==> config.mk <==
export PLATFORM = sky130hd
export DESIGN_NAME = alu_issue_stage
export DESIGN_NICKNAME = d
export VERILOG_FILES = /design/src/rtl/alu_pkg.sv /design/src/rtl/alu_control_dec.sv /design/src/rtl/alu_issue_stage.sv
export SDC_FILE = /design/constraint.sdc
export NUM_CORES = 1
export LEC_CHECK = 0
export BUFFER_PORTS_ARGS = -buffer_cell sky130_fd_sc_hd__clkbuf_2
export CORE_UTILIZATION = 30
export CTS_BUF_LIST = sky130_fd_sc_hd__clkbuf_16
export DETAILED_ROUTE_END_ITERATION = 12
export SYNTH_ARGS = -nofsm -noshare
export SYNTH_HDL_FRONTEND = slang
export SYNTH_SLANG_ARGS = --single-unit
==> constraint.sdc <==
create_clock -name clk -period 1.5 [get_ports clk]
set_input_delay 0.3 -clock clk [delete_from_list [all_inputs] [get_ports clk]]
set_output_delay 0.3 -clock clk [all_outputs]
set_load 0.01 [all_outputs]
==> src/rtl/alu_pkg.sv <==
// Shared ALU encodings for the issue stage and its control decoder.
//   alu_ctrl_e : 4-bit ALU operation codes driven on alu_control
//   alu_op_e   : 2-bit class from the main decoder
//   funct3_e   : funct3 values recognised under the R/I-type class
package alu_pkg;

  typedef enum logic [3:0] {
    ALU_AND     = 4'b0000,
    ALU_OR      = 4'b0001,
    ALU_ADD     = 4'b0010,
    ALU_SUB     = 4'b0110,
    ALU_SLT     = 4'b0111,
    ALU_ILLEGAL = 4'b1111
  } alu_ctrl_e;

  typedef enum logic [1:0] {
    ALUOP_MEM   = 2'b00,
    ALUOP_BR    = 2'b01,
    ALUOP_FUNCT = 2'b10,
    ALUOP_RSVD  = 2'b11
  } alu_op_e;

  typedef enum logic [2:0] {
    F3_ADD_SUB = 3'b000,
    F3_SLT     = 3'b010,
    F3_OR      = 3'b110,
    F3_AND     = 3'b111
  } funct3_e;

endpackage

==> src/rtl/alu_control_dec.sv <==
// Pure combinational ALU control decoder.
//   alu_op, funct3, funct7_5, is_rtype : decoded instruction fields
//   control : 4-bit ALU operation code
//   illegal : 1 when the combination is unsupported (control = 4'b1111)
module alu_control_dec
  import alu_pkg::*;
(
  input  logic [1:0] alu_op,
  input  logic [2:0] funct3,
  input  logic       funct7_5,
  input  logic       is_rtype,
  output logic [3:0] control,
  output logic       illegal
);

  always_comb begin
    control = ALU_ILLEGAL;
    illegal = 1'b1;
    case (alu_op)
      ALUOP_MEM: begin
        control = ALU_ADD;
        illegal = 1'b0;
      end
      ALUOP_BR: begin
        control = ALU_SUB;
        illegal = 1'b0;
      end
      ALUOP_FUNCT: begin
        illegal = 1'b0;
        case (funct3)
          // funct7[5] only selects SUB for R-type; for ADDI it is immediate bits
          F3_ADD_SUB: control = (is_rtype && funct7_5) ? ALU_SUB : ALU_ADD;
          F3_AND:     control = ALU_AND;
          F3_OR:      control = ALU_OR;
          F3_SLT:     control = ALU_SLT;
          default: begin
            control = ALU_ILLEGAL;
            illegal = 1'b1;
          end
        endcase
      end
      default: begin
        control = ALU_ILLEGAL;
        illegal = 1'b1;
      end
    endcase
  end

endmodule

==> src/rtl/alu_issue_stage.sv <==
// ID/EX issue register in front of the ALU.
// Decodes the ALU control code, selects operand 2 and holds the result in a
// single-entry register with valid/ready handshake and flush.
//   clk, rst            : clock, synchronous active-high reset
//   in_valid/in_ready   : upstream handshake
//   in_*                : decoded instruction fields and operands
//   flush               : drop the held entry and any incoming transfer
//   out_valid/out_ready : downstream handshake
//   alu_in1/alu_in2/alu_control/out_illegal/out_rd/out_pc : registered entry
module alu_issue_stage
  import alu_pkg::*;
#(
  parameter int unsigned XLEN = 32,
  parameter int unsigned REGW = 5
) (
  input  logic            clk,
  input  logic            rst,
  input  logic            in_valid,
  output logic            in_ready,
  input  logic [1:0]      in_alu_op,
  input  logic [2:0]      in_funct3,
  input  logic            in_funct7_5,
  input  logic            in_is_rtype,
  input  logic            in_use_imm,
  input  logic [XLEN-1:0] in_rs1_data,
  input  logic [XLEN-1:0] in_rs2_data,
  input  logic [XLEN-1:0] in_imm,
  input  logic [REGW-1:0] in_rd,
  input  logic [XLEN-1:0] in_pc,
  input  logic            flush,
  output logic            out_valid,
  input  logic            out_ready,
  output logic [XLEN-1:0] alu_in1,
  output logic [XLEN-1:0] alu_in2,
  output logic [3:0]      alu_control,
  output logic [REGW-1:0] out_rd,
  output logic [XLEN-1:0] out_pc,
  output logic            out_illegal
);

  logic [3:0] dec_control;
  logic       dec_illegal;
  logic       load;

  alu_control_dec u_dec (
    .alu_op   (in_alu_op),
    .funct3   (in_funct3),
    .funct7_5 (in_funct7_5),
    .is_rtype (in_is_rtype),
    .control  (dec_control),
    .illegal  (dec_illegal)
  );

  assign in_ready = !out_valid || out_ready;
  assign load     = in_valid && in_ready && !flush;

  always_ff @(posedge clk) begin
    if (rst) begin
      out_valid   <= 1'b0;
      alu_in1     <= '0;
      alu_in2     <= '0;
      alu_control <= ALU_ADD;
      out_illegal <= 1'b0;
      out_rd      <= '0;
      out_pc      <= '0;
    end else begin
      // Data is not cleared on consume; it is qualified by out_valid only.
      if (load) begin
        alu_in1     <= in_rs1_data;
        alu_in2     <= in_use_imm ? in_imm : in_rs2_data;
        alu_control <= dec_control;
        out_illegal <= dec_illegal;
        out_rd      <= in_rd;
        out_pc      <= in_pc;
      end
      if (flush)          out_valid <= 1'b0;
      else if (load)      out_valid <= 1'b1;
      else if (out_ready) out_valid <= 1'b0;
    end
  end

endmodule

==> key figures, run 1 <==
Outcome
  – Outcome: finished clean

Clocking
  – TritonCTS buffer count: 9
  – CTS tree: built
  – Hold_buf cts: 0
  – H-tree depth: 3
  – Clock Path Buffers: 2
  – Clock latency on the worst-skew pair: between 300 and 400 ps
  – CTS Sinks: about 110
  – CTS root buffer: clkbuf_16
  – CTS clk-pin slew, worst paths: approximately 70 ps

Setup path
  – R2R Setup Slk: between 100 and 150 ps
  – Reg-to-reg startpoint: out_valid
  – Crit path arrival time: around 1100 ps
  – R2R depth: 6
  – Maximum fanout along the worst path: 12
  – Reg2reg end: alu_in2[3]
  – Critical-path top delay cell: dfxtp_2
  – Worst-path cell chain: nor2b_4, inv_4, clkbuf_2
  – CP Capture Type: primary output
  – WP data required: 1200 ps
  – CP Launch Type: flip-flop
  – WS Path Type: reg -> out
  – Max incr delay on CP: 340 ps

Floorplanning
  – Die H: between 100 and 150 um
  – Ports: between 200 and 300
  – Die area: 16,600 um^2
  – Std cell rows: 45
  – Core area: between 15,000 and 20,000 um^2
  – Die Wd: 129 um
  – Initial Utilization: 0.312

Yosys
  – Mapped Cells: between 400 and 500
  – Register area share after synthesis: 0.440
  – Ys async rst share: 0
  – Unique masters post-synth: 37
  – Synth area leader: dfxtp_1
  – Synth top area share: 0.440
  – Mean post-synth cell area: around 9.7 um^2
  – Synthesis-stage register bit count: ~110
  – Ys Warns: 0
  – Post-Syn Nets: 644
  – Ys flop type: dfxtp_1
  – Synth top area cells: dfxtp_1, a21oi_1, a211oi_2
  – Synth Cell Area: between 4000 and 5000 um^2
  – EDFF count, synth: 0

Finish
  – Ant diodes: 0
  – Fillers: approximately 1,600
  – Final Cell Area: around 6700 um^2
  – Area grow syn2layout: 38.0%
  – Final #Nets: 877
  – Util after Layout: 0.431
  – Layout cells sized above 1: 0.515

Global route
  – Met1 Usage GRT: 0.192
  – Vias in the first global route: 4,348
  – Gr ovfl total: 0
  – Gr usage total: 0.164
  – GR Util met3: 0.0611
  – Initial antenna violation count: 0
  – GR peak layer: met2
  – Largest net degree at the start of global routing: between 50 and 60
  – Global-route wire length before repair: 21,400 um
  – GR Util met2: 0.279

STA
  – Fin worst setup slack: roughly 56 ps
  – Final number of setup-violating endpoints: 0
  – Hold Fails Final Rpt: 0
  – Hold WS: 164 ps
  – Final Max Tran Viols: 0
  – RSZ-0062 raised after global routing: false
  – Final period util: 0.963
  – Minimum clock period: 1440 ps
  – Max_slew headroom: 0.786
  – Setup_tns: 0 ps
  – Max Clock Freq: 693 MHz
  – Slew @ Worst Pin: around 320 ps
  – Worst Clk Skew: 5.60 ps

Drt
  – TritonRoute pass-1 iters: 4
  – Routed len/inst: around 15 um
  – 1st-iter DRT viols: between 150 and 200
  – Via count: between 4,000 and 5,000
  – Routed Antenna Nets: 0
  – DRC Markers: 0
  – Number of vias per cell: just under 5
  – Routed WL: ~14,000 um

Pwr
  – Leakage: roughly 0.0029 uW
  – Maximum vdd ir drop: 0.493 mV
  – Pwr Density: between 900 and 1000 nW/um^2

Place
  – IO Port Bufs: ~250
  – Detailed-placement wirelength estimate: 9630 um
  – Pre-CTS setup slack: a little under 100 ps
  – Routability cong.: 0.734
  – Post-DP Area: between 6000 and 7000 um^2

Min path
  – WHS Path Cells: 3
  – Hold Path Sink: out_rd[1]
  – Min-delay worst type: in -> reg
  – Min-delay src: in_rd[1]

Flow run
  – Max Cap Violations: 0
## metrics by stage
stage | total power [uW] | cells
after global placement | 4190 | 928
after global routing | 6890 | 947
after detailed placement | 4200 | 928
after CTS | 6650 | 945
final | 6550 | 947
after floorplan | 3720 | 498
## power breakdown
group / switching (uW) / internal, uW / total [uW]
Sequential: 76.0 / 2960 / 3040
Clock: 1100 / 1310 / 2410
Combinational: 599 / 505 / 1100
Total: 1780 / 4780 / 6550
## worst max path at each step
| stage | start | to | slack [ps] | cells past startpoint |
|---|---|---|---|---|
| final | out_valid | in_ready | 60 | 3 |
| after global routing | out_valid | in_ready | 5 | 3 |
| after CTS | out_valid | in_ready | 2 | 3 |
| after detailed placement | out_valid | alu_in2[0] | 100 | 5 |
| after global placement | out_valid | alu_in2[1] | 140 | 5 |
| after floorplan | out_valid | out_pc[10] | 290 | 7 |
## registers in the layout, indices dropped and copies added (netlist names)
name	flops
alu_control	4
alu_in1	32
alu_in2	32
out_pc	32
out_rd	5
out_valid	1
## layout make-up
type,count,area (um^2),share of cell area
clock inverter,7,76.3,0.0115
multi-input combinational,330,2310,0.347
timing repair buffer,281,1640,0.247
tap,211,264,0.0397
clock buffer,9,225,0.0339
inverter,3,13.8,0.00207
sequential,106,2120,0.319
## critical path: cells and delay by family (launching register included)
family,cells,cell delay (ps)
flops,1,340
simple gates,1,140
buf+inv,2,310
## cells by family after synthesis
group | share of synthesized area
muxes | 0.0665
buffers and inverters | 0.0862
DFF | 0.440
AOI/OAI and AO/OA | 0.281
and+or+nand+nor | 0.126
## cells in the final DEF, fill, tap and decap left out, drive strengths merged, types with 3 or more instances in the layout
master  netlist  routed
clkbuf        9     263
clkinv        0       3
o21ai        71      71
buf          50      27
nor2b         4       4
mux2i        32      32
a211oi       32      32
inv           3       5
a21oi       103     103
nand3        72      72
dfxtp       106     106
## Yosys cell counts, types with 2 or more instances
| cell type | instances |
|---|---|
| a21oi_1 | 85 |
| buf_4 | 8 |
| nor3_1 | 2 |
| nand3_2 | 30 |
| buf_6 | 4 |
| o21ai_0 | 29 |
| buf_2 | 32 |
| a21oi_2 | 18 |
| nor2b_1 | 2 |
| a211oi_1 | 6 |
| clkbuf_1 | 7 |
| o21ai_1 | 42 |
| a211oi_2 | 26 |
| buf_8 | 5 |
| nand3_1 | 42 |
| clkbuf_4 | 2 |
| mux2i_1 | 32 |
| inv_1 | 2 |
| dfxtp_1 | 106 |
## what timing repair did
action | in CTS | in global routing
resized for setup | 0 | 5
setup endpoints to repair | 1 | 11
setup buffers | 1 | 0
endpoints found under the hold margin | 0 | 0
cloned | 0 | 2
pin swaps | 0 | 0
## routing by layer
metal / wire (um) / vias to the layer above / share of wire
li1: - / 2293 / -
met1: 6200 / 2128 / 0.44
met2: 6580 / 192 / 0.46
met3: 1220 / 11 / 0.086
met4: 159 / 0 / 0.011
met5: 0 / - / 0
Power figures use the tool's default switching activity.
==> inputs of run 2 (changes only) <==
--- a/config.mk
+++ b/config.mk
@@ -5,10 +5,12 @@
 export SDC_FILE = /design/constraint.sdc
 export NUM_CORES = 1
 export LEC_CHECK = 0
+export ABC_AREA = 1
 export BUFFER_PORTS_ARGS = -buffer_cell sky130_fd_sc_hd__clkbuf_2
-export CORE_UTILIZATION = 30
+export CORE_UTILIZATION = 43
 export CTS_BUF_LIST = sky130_fd_sc_hd__clkbuf_16
 export DETAILED_ROUTE_END_ITERATION = 12
+export PLACE_DENSITY = 0.8
 export SYNTH_ARGS = -nofsm -noshare
 export SYNTH_HDL_FRONTEND = slang
 export SYNTH_SLANG_ARGS = --single-unit
==> run 2 against run 1 <==
  * Clock skew hardly changed
  * Critical path depth fell by 1
  * Synthesized cell count grew 17%
  * Final cell count fell by 0.11%
  * Final area shrank 13%
  * Critical path type unchanged
  * Critical endpoint unchanged
  * Largest power group unchanged
==> key figures, run 2 <==
Place
  – Detailed-placement wirelength estimate: around 8000 um
  – Routability cong.: between 0.7 and 0.8
  – Pre-CTS setup slack: roughly 270 ps
  – IO Port Bufs: approximately 250

Pwr
  – Fraction of power consumed by the clock network: 0.343
  – Internal power: roughly 4600 uW
  – Combinational share of power: 0.161
  – Pwr Density: between 1000 and 1500 nW/um^2
  – Leakage: approximately 0.003 uW
  – Net Sw Power: around 1700 uW
  – Maximum vdd ir drop: around 0.52 mV
  – Net Sw Frac: 0.266
  – Sequential power share: 0.496
  – Total Power: ~6200 uW

Global route
  – Global-route wire length before repair: about 17,000 um
  – Gr usage total: 0.205
  – Initial antenna violation count: 0
  – Vias in the first global route: between 3,000 and 4,000
  – Largest net degree at the start of global routing: 73
  – Gr ovfl total: 0

Finish
  – Most common cell after layout, fill and taps aside: clkbuf_2
  – Layout cells sized above 1: 0.343
  – Util after Layout: 0.618
  – FF+latch area: roughly 2100 um^2
  – Largest registers: alu_in1 (32), alu_in2 (32), out_pc (32)
  – Final #Nets: 958
  – Commonest cells after routing, fill and taps aside: clkbuf_2, nor2_1, o21ai_0
  – Ant diodes: 0
  – Area grow syn2layout: 37.4%
  – Fillers: approximately 950
  – Multi-input gate area: approximately 1700 um^2

Clocking
  – Post-CTS Resized: 0
  – H-tree depth: 3
  – Hold_buf cts: 0
  – Clock Path Buffers: 2
  – Clock latency on the worst-skew pair: ~330 ps
  – CTS tree: built
  – CTS clk-pin slew, worst paths: ~70 ps
  – Setup Fix Bufs, Post-CTS: 0
  – CTS root buffer: clkbuf_16
  – TritonCTS buffer count: 9
  – CTS Sinks: between 100 and 150

Yosys
  – Mapped Cells: around 580
  – Synth area leader: dfxtp_1
  – EDFF count, synth: 0
  – Most instantiated cells after synthesis: nor2_1, o21ai_0, dfxtp_1, nand2_1, inv_1
  – Synthesis-stage register bit count: between 100 and 150
  – Ys async rst share: 0
  – Top-count cell post-synth: nor2_1
  – Synth Cell Area: around 4200 um^2
  – Ys Warns: 0
  – Register area share after synthesis: 0.504
  – Mean post-synth cell area: 7.24 um^2
  – Synth top area cells: dfxtp_1, nor2_1, o21ai_0
  – Post-Syn Nets: 728
  – Unique masters post-synth: 19
  – Ys flop type: dfxtp_1
  – Synth top area share: 0.504

Setup path
  – Max incr delay on CP: between 300 and 400 ps
  – Maximum fanout along the worst path: 3
  – R2R depth: 6
  – R2R Setup Slk: around 330 ps
  – CP Launch Type: flip-flop
  – WP data required: ~1200 ps
  – Crit path arrival time: just over 900 ps
  – WS Path Type: reg -> out
  – CP Capture Type: primary output
  – Worst-path cell chain: nand2_4, clkbuf_2
  – Reg2reg end: alu_in2[3]
  – Critical-path top delay cell: dfxtp_1
  – Reg-to-reg startpoint: out_valid

Min path
  – Hold Path Sink: out_valid
  – WHS Path Cells: 2
  – Min-delay worst type: in -> reg
  – Min-delay src: flush

STA
  – Setup_tns: 0 ps
  – Max Clock Freq: just over 800 MHz
  – Slew @ Worst Pin: 329 ps
  – Final Max Tran Viols: 0
  – Hold Fails Final Rpt: 0
  – Fin worst setup slack: between 200 and 300 ps
  – Hold WS: about 150 ps
  – RSZ-0062 raised after global routing: false
  – Max_slew headroom: 0.781
  – Minimum clock period: 1210 ps
  – Final period util: 0.807
  – Worst Clk Skew: roughly 6.0 ps
  – Final number of setup-violating endpoints: 0

Drt
  – Routed Antenna Nets: 0
  – DRC Markers: 0
  – 1st-iter DRT viols: around 150
  – TritonRoute pass-1 iters: 4
  – Routed WL: between 10,000 and 15,000 um
  – Number of vias per cell: around 4.5
  – Via count: roughly 4,300
  – Routed len/inst: about 11 um

Outcome
  – Outcome: finished clean

Floorplanning
  – Initial Utilization: 0.450
  – Die area: between 10,000 and 15,000 um^2
  – Die Wd: between 100 and 150 um
  – Core area: between 9000 and 10,000 um^2
  – Std cell rows: 35
  – Ports: between 200 and 300
  – Die H: just over 100 um

Flow run
  – Max Cap Violations: 0
## run 2: cell types whose count changed after synthesis, moves of 32 or more
| cell | delta |
|---|---|
| nor2_1 | +203 |
| o21ai_1 | -36 |
| nand3_1 | -40 |
| inv_1 | +36 |
| mux2i_1 | -32 |
| a21oi_1 | -82 |
| o21ai_0 | +99 |
| nand2_1 | +45 |
## run 2: worst max path at each step
stage / startpoint / to / slack, ps / depth (start not counted)
after detailed placement: flush / alu_in2[8] / 270 / 7
final: out_valid / in_ready / 290 / 2
after global routing: out_valid / alu_in1[13] / 200 / 5
after floorplan: out_valid / alu_in1[0] / 340 / 6
after CTS: out_valid / in_ready / 270 / 2
after global placement: out_ready / alu_in1[0] / 310 / 7
## run 2: through the flow
step	instances	cell area, um^2
CTS	946	5790
global placement	930	5520
detailed placement	930	5520
floorplan	582	4210
global route	946	5790
finish	946	5790
## run 2: logic make-up after synthesis
group	synth area share
compound gates	0.166
buf+inv	0.0956
simple gates	0.235
flops	0.504
## run 2: worst max-delay path: cells and delay by family (launching register included)
| family | cells | cell delay, ps |
|---|---|---|
| simple gates | 1 | 80 |
| flops | 1 | 380 |
| buf+inv | 1 | 130 |
## run 2: area by class of cell
class                   count  share of cell area
flip-flops and latches    106               0.367
repair buffers            260               0.241
clock buffers               9              0.0389
multi-input cells         395               0.292
clock inverters             7             0.00778
well taps                 129              0.0279
inverters                  40              0.0262
## run 2: metal layers
layer	track usage	wire, um	share of wire
met3	0.0735	909	0.085
met4	0.0769	206	0.019
met2	0.356	5170	0.49
met1	0.231	4360	0.41
met5	0	0	0
## run 2: power by group through the flow
stage               combinational [uW]  sequential [uW]  clock [uW]
floorplan                          464             3250           0
global placement                  1000             3150           0
detailed placement                1010             3160           0
CTS                               1010             3100        2210
global route                      1130             3120        2330
finish                            1000             3100        2140
==> inputs of run 3 (changes only) <==
--- a/config.mk
+++ b/config.mk
@@ -7,10 +7,10 @@
 export LEC_CHECK = 0
 export ABC_AREA = 1
 export BUFFER_PORTS_ARGS = -buffer_cell sky130_fd_sc_hd__clkbuf_2
-export CORE_UTILIZATION = 43
+export CORE_UTILIZATION = 39
 export CTS_BUF_LIST = sky130_fd_sc_hd__clkbuf_16
 export DETAILED_ROUTE_END_ITERATION = 12
-export PLACE_DENSITY = 0.8
+export PLACE_DENSITY = 0.76
 export SYNTH_ARGS = -nofsm -noshare
 export SYNTH_HDL_FRONTEND = slang
 export SYNTH_SLANG_ARGS = --single-unit
==> constraint.sdc (replaced) <==
create_clock -name clk -period 1 [get_ports clk]
set_input_delay 0.2 -clock clk [delete_from_list [all_inputs] [get_ports clk]]
set_output_delay 0.2 -clock clk [all_outputs]
set_load 0.01 [all_outputs]
==> run 3 against run 2 <==
  * The flow now finishes with violations (negative setup slack)
  * Clock power grew 66%
  * Non-clock buffer count is 39 higher
  * Clock skew increased by 6.2 ps
  * Power grew 69%
  * Critical path type is now reg -> reg
  * Critical endpoint is now out_pc[14]
  * Largest power group unchanged
  * Highest routed layer unchanged
==> key figures, run 3 (synthesis gave the netlist of run 2 again) <==
Drt
  – Routed len/inst: 14.1 um
  – DRC Markers: 0
  – Routed Antenna Nets: 0
  – Via count: ~4,700
  – 1st-iter DRT viols: around 260
  – TritonRoute pass-1 iters: 6
  – Routed WL: 14,000 um
  – Number of vias per cell: approximately 4.7

STA
  – RSZ-0062 raised after global routing: true
  – Slew @ Worst Pin: between 300 and 400 ps
  – Final Max Tran Viols: 0
  – Minimum clock period: ~1300 ps
  – Final number of setup-violating endpoints: about 110
  – Max Clock Freq: roughly 800 MHz
  – Fin worst setup slack: -253 ps
  – Max_slew headroom: 0.789
  – Final period util: 1.25
  – Hold Fails Final Rpt: 0
  – Setup_tns: -17,240 ps
  – Worst Clk Skew: between 10 and 15 ps

Flow run
  – Max Cap Violations: 0

Finish
  – Commonest cells after routing, fill and taps aside: nor2_1, clkbuf_2, dfxtp_2
  – Most common cell after layout, fill and taps aside: nor2_1
  – Largest registers: alu_in1 (32), alu_in2 (32), out_pc (32)
  – Final Cell Area: 7280 um^2
  – Ant diodes: 0
  – Area grow syn2layout: 72.9%
  – Fillers: just over 800
  – Layout cells sized above 1: 0.537
  – Final #Nets: ~1,000

Place
  – Detailed-placement wirelength estimate: roughly 8800 um
  – IO Port Bufs: approximately 250
  – Routability cong.: between 0.7 and 0.8
  – Post-DP Area: approximately 5700 um^2

Global route
  – Gr usage total: 0.207
  – Initial antenna violation count: 0
  – Vias in the first global route: 4,010
  – Global-route wire length before repair: between 15,000 and 20,000 um
  – Gr ovfl total: 0
  – Largest net degree at the start of global routing: 46

Clocking
  – Clock latency on the worst-skew pair: around 340 ps
  – CTS Sinks: between 100 and 150
  – Clock Path Buffers: 2
  – CTS clk-pin slew, worst paths: about 80 ps
  – TritonCTS buffer count: 9
  – CTS root buffer: clkbuf_16
  – CTS tree: built
  – H-tree depth: 3
  – Hold_buf cts: 0

Setup path
  – CP Launch Type: flip-flop
  – CP Capture Type: flip-flop
  – WP data required: around 1200 ps
  – Maximum fanout along the worst path: 23
  – WS Path Type: reg -> reg
  – Crit path arrival time: approximately 1500 ps

Outcome
  – Outcome: finished with violations
  – Failing checks: negative setup slack

Pwr
  – Maximum vdd ir drop: a little over 1 mV
  – Pwr Density: 1450 nW/um^2
  – Leakage: ~0.0035 uW

Floorplanning
  – Std cell rows: 37
  – Core area: around 10,000 um^2
  – Die Wd: between 100 and 150 um
  – Ports: between 200 and 300
  – Die H: 106 um
  – Initial Utilization: 0.405
  – Die area: roughly 11,000 um^2

Min path
  – Min-delay worst type: in -> reg
[run 3: worst paths after layout]
kind	start	endpoint	slack, ps	depth (start not counted)
setup / recovery	out_valid	out_pc[14]	-250	6
hold / removal	flush	out_valid	30	2
setup reg to reg	out_valid	out_pc[14]	-250	6
hold reg to reg	alu_in2[17]	alu_in2[17]	490	2
[run 3: layout make-up]
class	count	area [um^2]	share of cell area
Clock buffer	9	225	0.0309
Clock inverter	7	71.3	0.00979
Inverter	40	166	0.0228
Multi-Input combinational cell	395	1800	0.247
Sequential cell	106	2260	0.310
Tap cell	136	170	0.0234
Timing Repair Buffer	299	2590	0.356
[run 3: repair_timing]
action | CTS | global route
setup buffers | 1 | 14
gates cloned | 0 | 7
resized for setup | 139 | 297
pin swaps | 0 | 5
setup endpoints to repair | 212 | 214
[run 3: routing by layer]
layer,GRT usage,wire [um],vias up
li1,-,-,2374
met1,0.237,5720,2064
met2,0.366,7060,198
met3,0.0644,1050,18
met4,0.0655,189,0
met5,0,0,-
[run 3: stage by stage]
stage / cells / hold slack, ps / total power, uW / util / setup WS, ps
floorplan: 582 / 263 / 5580 / - / -87.5
global placement: 954 / 386 / 6310 / 0.544 / -159
detailed placement: 954 / 383 / 6340 / 0.544 / -155
CTS: 971 / 19.7 / 9960 / 0.600 / -213
global route: 992 / 14.5 / 11100 / 0.699 / -293
finish: 992 / 27.3 / 10600 / 0.699 / -253
[run 3: where the power goes]
| part | internal [uW] | leakage, uW | switching (uW) |
|---|---|---|---|
| logic | 1240 | 0.00247 | 997 |
| registers | 4560 | 0.000912 | 220 |
| clock network | 1940 | 0.000145 | 1600 |
| total | 7740 | 0.00353 | 2820 |
[run 3: worst max-delay path, cell delays in order, from the launching register on]
cell     delay [ps]
dfxtp_4         360
nand2_4          80
nand3_4          70
buf_12          160
buf_8           170
o21ai_0         210
nor2_1           70
